==> config.mk <==
export PLATFORM = sky130hd
export DESIGN_NAME = rif_csr_timer_block
export DESIGN_NICKNAME = d
export VERILOG_FILES = /design/src/rtl/rif_csr_pkg.sv /design/src/rtl/rif_csr_timer.sv /design/src/rtl/rif_csr_timer_block.sv
export SDC_FILE = /design/constraint.sdc
export NUM_CORES = 1
export LEC_CHECK = 0
export ABC_AREA = 1
export CORE_ASPECT_RATIO = 0.9
export CORE_MARGIN = 5
export CORE_UTILIZATION = 50
export CTS_CLUSTER_DIAMETER = 100
export CTS_CLUSTER_SIZE = 20
export DETAILED_ROUTE_END_ITERATION = 16
export PLACE_DENSITY = 0.72
export SYNTH_ARGS = -nofsm -noshare
export SYNTH_HDL_FRONTEND = slang
export SYNTH_SLANG_ARGS = --single-unit
==> constraint.sdc <==
create_clock -name aclk -period 6.9 [get_ports aclk]
set_clock_uncertainty 0.15 [all_clocks]
set_input_delay 1.725 -clock aclk [delete_from_list [all_inputs] [get_ports aclk]]
set_output_delay 1.725 -clock aclk [all_outputs]
set_load 0.005 [all_outputs]
==> src/rtl/rif_csr_pkg.sv <==
// Shared definitions for the RIF CSR/timer block: register offsets,
// CTRL bit positions, the register decode enum and small helpers.
package rif_csr_pkg;

   localparam logic [31:0] OFF_ID       = 32'h00;
   localparam logic [31:0] OFF_CTRL     = 32'h04;
   localparam logic [31:0] OFF_SCRATCH  = 32'h08;
   localparam logic [31:0] OFF_EVT      = 32'h0C;
   localparam logic [31:0] OFF_STATUS   = 32'h10;
   localparam logic [31:0] OFF_ENABLE   = 32'h14;
   localparam logic [31:0] OFF_PRESCALE = 32'h18;
   localparam logic [31:0] OFF_LOAD     = 32'h1C;
   localparam logic [31:0] OFF_COUNT    = 32'h20;

   localparam int CTRL_EN       = 0;
   localparam int CTRL_RELOAD   = 1;
   localparam int IRQ_TIMER_BIT = 31;

   typedef enum logic [3:0] {
      REG_ID,
      REG_CTRL,
      REG_SCRATCH,
      REG_EVT,
      REG_STATUS,
      REG_ENABLE,
      REG_PRESCALE,
      REG_LOAD,
      REG_COUNT,
      REG_NONE
   } reg_e;

   // Word-aligned decode: bits [1:0] are ignored, all upper bits must match.
   function automatic reg_e addr_decode(input logic [31:0] addr);
      logic [29:0] w;
      reg_e        r;
      w = addr[31:2];
      unique case (1'b1)
         (w == OFF_ID[31:2]):       r = REG_ID;
         (w == OFF_CTRL[31:2]):     r = REG_CTRL;
         (w == OFF_SCRATCH[31:2]):  r = REG_SCRATCH;
         (w == OFF_EVT[31:2]):      r = REG_EVT;
         (w == OFF_STATUS[31:2]):   r = REG_STATUS;
         (w == OFF_ENABLE[31:2]):   r = REG_ENABLE;
         (w == OFF_PRESCALE[31:2]): r = REG_PRESCALE;
         (w == OFF_LOAD[31:2]):     r = REG_LOAD;
         (w == OFF_COUNT[31:2]):    r = REG_COUNT;
         default:                   r = REG_NONE;
      endcase
      return r;
   endfunction

   // Expands byte strobes into a bit mask.
   function automatic logic [31:0] strb_mask(input logic [3:0] strb);
      logic [31:0] m;
      for (int i = 0; i < 4; i++) begin
         m[8*i +: 8] = {8{strb[i]}};
      end
      return m;
   endfunction

endpackage

==> src/rtl/rif_csr_timer.sv <==
// Prescaled down-counter. Ports: aclk/aresetn, en, reload, prescale,
// load_val/load_stb (count load), psc_clr, count, expire, hw_clr_en.
module rif_csr_timer
   import rif_csr_pkg::*;
(
   input  logic        aclk,
   input  logic        aresetn,
   input  logic        en,
   input  logic        reload,
   input  logic [15:0] prescale,
   input  logic [31:0] load_val,
   input  logic        load_stb,
   input  logic        psc_clr,
   output logic [31:0] count,
   output logic        expire,
   output logic        hw_clr_en
);

   logic [15:0] psc;
   logic        wrap;

   assign wrap      = en & (psc == prescale);
   assign expire    = wrap & (count == '0);
   assign hw_clr_en = expire & ~reload;

   always_ff @(posedge aclk) begin
      if (!aresetn) begin
         psc   <= '0;
         count <= '0;
      end else if (load_stb) begin
         // load_val already carries the new value, so it also
         // serves a coincident expiry reload
         count <= load_val;
         psc   <= '0;
      end else if (en) begin
         if (wrap) begin
            psc <= '0;
            if (count != '0) begin
               count <= count - 32'd1;
            end else if (reload) begin
               count <= load_val;
            end
         end else begin
            psc <= psc + 16'd1;
         end
      end else if (psc_clr) begin
         psc <= '0;
      end
   end

endmodule

==> src/rtl/rif_csr_timer_block.sv <==
// RIF CSR slave: ID, CTRL, SCRATCH, EVT_LEVEL, W1C IRQ status/enable,
// prescaled timer. Ports: aclk, aresetn, rif_w*/rif_r* request channels
// with combinational wvalid/rvalid/rdata, event_in, irq, timer_tick.
// Option: RIF_CSR_EVENT_SYNC_EN adds a 2-flop event_in synchronizer.
module rif_csr_timer_block
   import rif_csr_pkg::*;
#(
   parameter int          AXI_ADDR_WIDTH = 12,
   parameter int          AXI_DATA_WIDTH = 32,
   parameter int          AXI_BYTE_COUNT = AXI_DATA_WIDTH / 8,
   parameter int          NUM_EVENTS     = 4,
   parameter logic [31:0] ID_VALUE       = 32'h5249_4601
)(
   input  logic                      aclk,
   input  logic                      aresetn,
   input  logic [AXI_ADDR_WIDTH-1:0] rif_waddr,
   input  logic                      rif_wr_req,
   input  logic [AXI_BYTE_COUNT-1:0] rif_wstrb,
   input  logic [AXI_DATA_WIDTH-1:0] rif_wdata,
   output logic                      rif_wvalid,
   input  logic [AXI_ADDR_WIDTH-1:0] rif_raddr,
   input  logic                      rif_rd_req,
   output logic                      rif_rvalid,
   output logic [AXI_DATA_WIDTH-1:0] rif_rdata,
   input  logic [NUM_EVENTS-1:0]     event_in,
   output logic                      irq,
   output logic                      timer_tick
);

   if (AXI_DATA_WIDTH != 32) begin : g_dw_chk
      $fatal(1, "rif_csr_timer_block: AXI_DATA_WIDTH must be 32");
   end
   if (NUM_EVENTS < 1 || NUM_EVENTS > 31) begin : g_ne_chk
      $fatal(1, "rif_csr_timer_block: NUM_EVENTS must be 1..31");
   end

   localparam logic [31:0] EVT_MASK =
      32'((64'h1 << NUM_EVENTS) - 64'h1);
   localparam logic [31:0] IRQ_MASK =
      EVT_MASK | (32'h1 << IRQ_TIMER_BIT);

   logic [1:0]            ctrl;
   logic [31:0]           scratch;
   logic [31:0]           irq_status;
   logic [31:0]           irq_enable;
   logic [15:0]           prescale;
   logic [31:0]           timer_load;
   logic [NUM_EVENTS-1:0] ev_src;
   logic [NUM_EVENTS-1:0] ev_q;

   reg_e        wsel;
   reg_e        rsel;
   logic        wr_en;
   logic [31:0] wmask;
   logic [31:0] wbits;
   logic [31:0] ctrl_new;
   logic [31:0] load_new;
   logic [31:0] load_val;
   logic [31:0] w1c;
   logic [31:0] irq_set;
   logic [31:0] count;
   logic        expire;
   logic        hw_clr_en;
   logic        psc_clr;
   logic        unused;

   assign unused = rif_rd_req;

`ifdef RIF_CSR_EVENT_SYNC_EN
   logic [NUM_EVENTS-1:0] ev_s1;
   logic [NUM_EVENTS-1:0] ev_s2;

   always_ff @(posedge aclk) begin
      if (!aresetn) begin
         ev_s1 <= '0;
         ev_s2 <= '0;
      end else begin
         ev_s1 <= event_in;
         ev_s2 <= ev_s1;
      end
   end

   assign ev_src = ev_s2;
`else
   assign ev_src = event_in;
`endif

   assign wsel = addr_decode(32'(rif_waddr));
   assign rsel = addr_decode(32'(rif_raddr));

   assign rif_wvalid = wsel inside {REG_CTRL, REG_SCRATCH, REG_STATUS,
                                    REG_ENABLE, REG_PRESCALE, REG_LOAD};
   assign rif_rvalid = (rsel != REG_NONE);
   assign wr_en      = rif_wr_req & rif_wvalid;

   assign wmask    = strb_mask(rif_wstrb);
   assign wbits    = rif_wdata & wmask;
   assign ctrl_new = ({30'b0, ctrl} & ~wmask) | wbits;
   assign load_new = (timer_load & ~wmask) | wbits;
   assign load_val = (wr_en && wsel == REG_LOAD) ? load_new : timer_load;

   // Prescaler restarts only on a genuine EN 0->1 transition.
   assign psc_clr = wr_en && wsel == REG_CTRL &&
                    ctrl_new[CTRL_EN] && !ctrl[CTRL_EN];

   assign w1c     = (wr_en && wsel == REG_STATUS) ? wbits : '0;
   assign irq_set = 32'(ev_src & ~ev_q) |
                    (32'(expire) << IRQ_TIMER_BIT);

   rif_csr_timer u_timer (
      .aclk      (aclk),
      .aresetn   (aresetn),
      .en        (ctrl[CTRL_EN]),
      .reload    (ctrl[CTRL_RELOAD]),
      .prescale  (prescale),
      .load_val  (load_val),
      .load_stb  (wr_en && wsel == REG_LOAD),
      .psc_clr   (psc_clr),
      .count     (count),
      .expire    (expire),
      .hw_clr_en (hw_clr_en)
   );

   always_ff @(posedge aclk) begin
      if (!aresetn) begin
         ctrl       <= '0;
         scratch    <= '0;
         irq_status <= '0;
         irq_enable <= '0;
         prescale   <= '0;
         timer_load <= '0;
         ev_q       <= '0;
         irq        <= 1'b0;
         timer_tick <= 1'b0;
      end else begin
         // software CTRL write wins over the expiry auto-clear
         if (wr_en && wsel == REG_CTRL) begin
            ctrl <= ctrl_new[1:0];
         end else if (hw_clr_en) begin
            ctrl[CTRL_EN] <= 1'b0;
         end
         if (wr_en && wsel == REG_SCRATCH) begin
            scratch <= (scratch & ~wmask) | wbits;
         end
         if (wr_en && wsel == REG_ENABLE) begin
            irq_enable <= ((irq_enable & ~wmask) | wbits) & IRQ_MASK;
         end
         if (wr_en && wsel == REG_PRESCALE) begin
            prescale <= (prescale & ~wmask[15:0]) | wbits[15:0];
         end
         if (wr_en && wsel == REG_LOAD) begin
            timer_load <= load_new;
         end
         // set applied after clear so a coincident edge survives
         irq_status <= ((irq_status & ~w1c) | irq_set) & IRQ_MASK;
         ev_q       <= ev_src;
         irq        <= |(irq_status & irq_enable);
         timer_tick <= expire;
      end
   end

   always_comb begin
      rif_rdata = '0;
      unique case (rsel)
         REG_ID:       rif_rdata = ID_VALUE;
         REG_CTRL:     rif_rdata = {30'b0, ctrl};
         REG_SCRATCH:  rif_rdata = scratch;
         REG_EVT:      rif_rdata = 32'(ev_src);
         REG_STATUS:   rif_rdata = irq_status;
         REG_ENABLE:   rif_rdata = irq_enable;
         REG_PRESCALE: rif_rdata = {16'b0, prescale};
         REG_LOAD:     rif_rdata = timer_load;
         REG_COUNT:    rif_rdata = count;
         default:      rif_rdata = '0;
      endcase
   end

endmodule

==> out/metrics.csv <==
stage,metric,value,unit
clock_tree,CTS Buf Count,17,
clock_tree,"CTS clk-pin slew, worst paths",0.06,ns
yosys,sequential area share after synthesis,31.75,%
timing,WHS,0.2762,ns
timing,max-slew violations,0,
clock_tree,Hold Buf Count CTS,0,
global_route,Total Routing Usage GR,29.15,%
global_route,largest net degree at the start of global routing,48,
clock_tree,CTS tree,yes,
layout,Synth-to-Final Area Change,18.46,%
clock_tree,postcts setup bufs,0,
yosys,synth top area cells,"dfxtp_1 32%, nand2_1 23%, a21oi_1 8.2%",
clock_tree,clock root cell,clkbuf_16,
routing,via-per-instance ratio,5.590,
placed_design,Inst Count DP,1809,
routing,DRC,0,
yosys,Synth Area in Simple Gates,39.25,%
die,Die ar.,21230,µm²
routing,post-route ant nets,0,
die,FP Rows,47,
layout,cell area after layout,10910,µm²
timing,unrepaired setup endpoints after global routing,no,
pwr,VDD IR max,0.1507,mV
routing,initial drt markers,1053,
worst_setup_path,CP max stage cell,clkdlybuf4s50_1,
layout,layout cell share with drive strength beyond 1,5.764,%
timing,post-route setup TNS,0,ns
worst_setup_path,endpoint class of the critical path,output pin,
yosys,yosys warns,0,
timing,setup slack after layout,0.5932,ns
yosys,mux share of post-synthesis cell area,0,%
routing,Routed WL,31940,µm
yosys,Mapped Cells,1512,
placed_design,Post-DP HPWL,23520,µm
routing,First-pass DRT Iterations,6,
yosys,Avg Inst Size Synth,6.089,µm²
pwr,Lkg Pwr,4.836,nW
yosys,Synth Area in Compound Gates,16.96,%
clock_tree,"Clk Latency, worst-skew pair",0.44,ns
layout,fin util,59.82,%
hold_path,Hold Path Class,reg -> reg,
timing,Final Hold Fails,0,
die,Starting Density,50.50,%
clock_tree,CTS resizes,0,
timing,clock period minus final worst setup slack,6.307,ns
worst_setup_path,cells along the critical path,clkdlybuf4s50_1 > or2_1 > nor3_4 > nand2_1 > nor2_1 > nand2_1 > inv_1 > a22oi_1 > a21oi_1 > clkdlybuf4s50_1,
worst_setup_path,critical path's largest stage delay,0.54,ns
yosys,"FF+latch count, synth",146,
global_route,vias in the first global route,9256,
clock_tree,clock tree buffer depth,2,
yosys,Synth Area in Adders,0.4077,%
timing,Worst slew margin,15.30,%
timing,Worst-Margin Slew,1.269,ns
timing,Final Setup Violations,0,
routing,via count,10291,
global_route,first-pass GRT wire length,50070,µm
worst_setup_path,crit-path max FO,11,
layout,"commonest cells after routing, fill and taps aside","562 x nand2_1, 150 x a21oi_1, 146 x dfxtp_1, 140 x nor2_1, 128 x inv_1",
global_route,initial antenna violation count,0,
clock_tree,number of H-tree levels,4,
pwr,Total Power,2.008,mW
worst_setup_path,"Req. time, crit path",5.03,ns
yosys,Post-Synth XOR/XNOR Area,2.378,%
timing,final period utilization,91.40,%
run,MaxCap Viol Count,0,
timing,Max Clk Rate,158.6,MHz
yosys,predominant post-synthesis flop cell,dfxtp_1,
die,Die Span X,153.0,µm
clock_tree,CTS sink cnt,146,
die,Die Height,138.7,µm
layout,Nets,1654,
layout,"commonest non-fill, non-tap cell in the layout",nand2_1,
pwr,Power Dens Cells,184.2,nW/µm²
placed_design,Place WS,0.6531,ns
yosys,Synth Cell Area,9206,µm²
die,total core area,18230,µm²
global_route,total congestion overflow,0,
yosys,"EDFF count, synth",0,
status,status,completed,
layout,ant diodes,0,
yosys,largest area contributor in the netlist,dfxtp_1,
yosys,post-synth cell types,45,
placed_design,GPL Wtd Cong,0.9808,
worst_setup_path,Critical Path AT,4.43,ns
routing,WL per Instance,17.35,µm
placed_design,placed cell areas,10250,µm²
yosys,post-synth top area share,31.75,%
worst_setup_path,critical path class,in -> out,
die,I/O Pins,104,
layout,final non-filler cell total,1841,
yosys,largest family of logic cells by synthesized area,simple AND/OR/NAND/NOR gates,
placed_design,IO Port Bufs,98,
yosys,Post-synth ARST share,0,%
yosys,Synth Net Count,1583,
worst_setup_path,Startpoint Class,input pin,
[cells in the mapped netlist (2+ instances only)]
library cell	n
a21oi_1	150
a21oi_2	4
a22oi_1	14
a31oi_1	2
buf_2	11
buf_4	9
buf_6	8
clkbuf_1	27
clkinv_1	3
dfxtp_1	146
ha_1	3
inv_1	128
inv_2	11
nand2_1	562
nand2_2	9
nand2_4	3
nand3_1	87
nand4_1	23
nand4_4	2
nor2_1	140
nor2_2	10
nor2_4	4
nor3_1	9
nor3_4	2
nor4_1	3
o2111ai_1	8
o21ai_0	64
o21ai_1	5
o221ai_1	5
o22ai_1	22
xnor2_1	2
xor2_1	23
[worst max-delay path, delay by kind of cell]
kind	cells	cell delay, ns
buffers and inverters	3	1.43
AND/OR/NAND/NOR	5	0.88
AO/OA/AOI/OAI	2	0.39
[worst paths after layout]
check,start,end,slack [ns],cells after the start
setup / recovery,rif_raddr[11],rif_rdata[6],0.59,10
hold / removal,ev_q[3],irq_status[3],0.28,1
setup reg to reg,u_timer.count[24],u_timer.count[28],3.49,9
hold reg to reg,ev_q[3],irq_status[3],0.28,1
[logic make-up (layout without fill, tap and decap cells)]
family	Yosys count	count (layout)
DFF	146	146
AOI/OAI and AO/OA	280	280
and+or+nand+nor	860	860
buffers and inverters	198	282
adders and majority gates	3	3
xor gates and xnor gates	25	25
[layout make-up]
class,count,area [µm²]
Tap cell,245,306.5
Clock buffer,18,429.2
Timing Repair Buffer,107,1049
Inverter,143,539.3
Clock inverter,14,227.7
Fill cell,1822,7325
Sequential cell,146,2923
Multi-Input combinational cell,1168,5431
[per-layer routing]
metal | up-vias | wire, µm | track usage (%) | share of wire [%]
met5 | - | 0 | 0 | 0
met4 | 0 | 760 | 8.767 | 2.4
met3 | 59 | 3132 | 7.114 | 9.8
met2 | 475 | 13680 | 43.30 | 43
met1 | 4703 | 14360 | 41.85 | 45
li1 | 5054 | - | - | -
[report_power, final]
group	total, mW	switching (mW)	leakage, nW	internal, mW
logic	0.104	0.0625	3.35	0.0419
clock network	1.06	0.408	0.310	0.649
registers	0.848	0.00174	1.18	0.846
total	2.01	0.472	4.84	1.54
No activity file was read; power rests on OpenSTA's default activity.
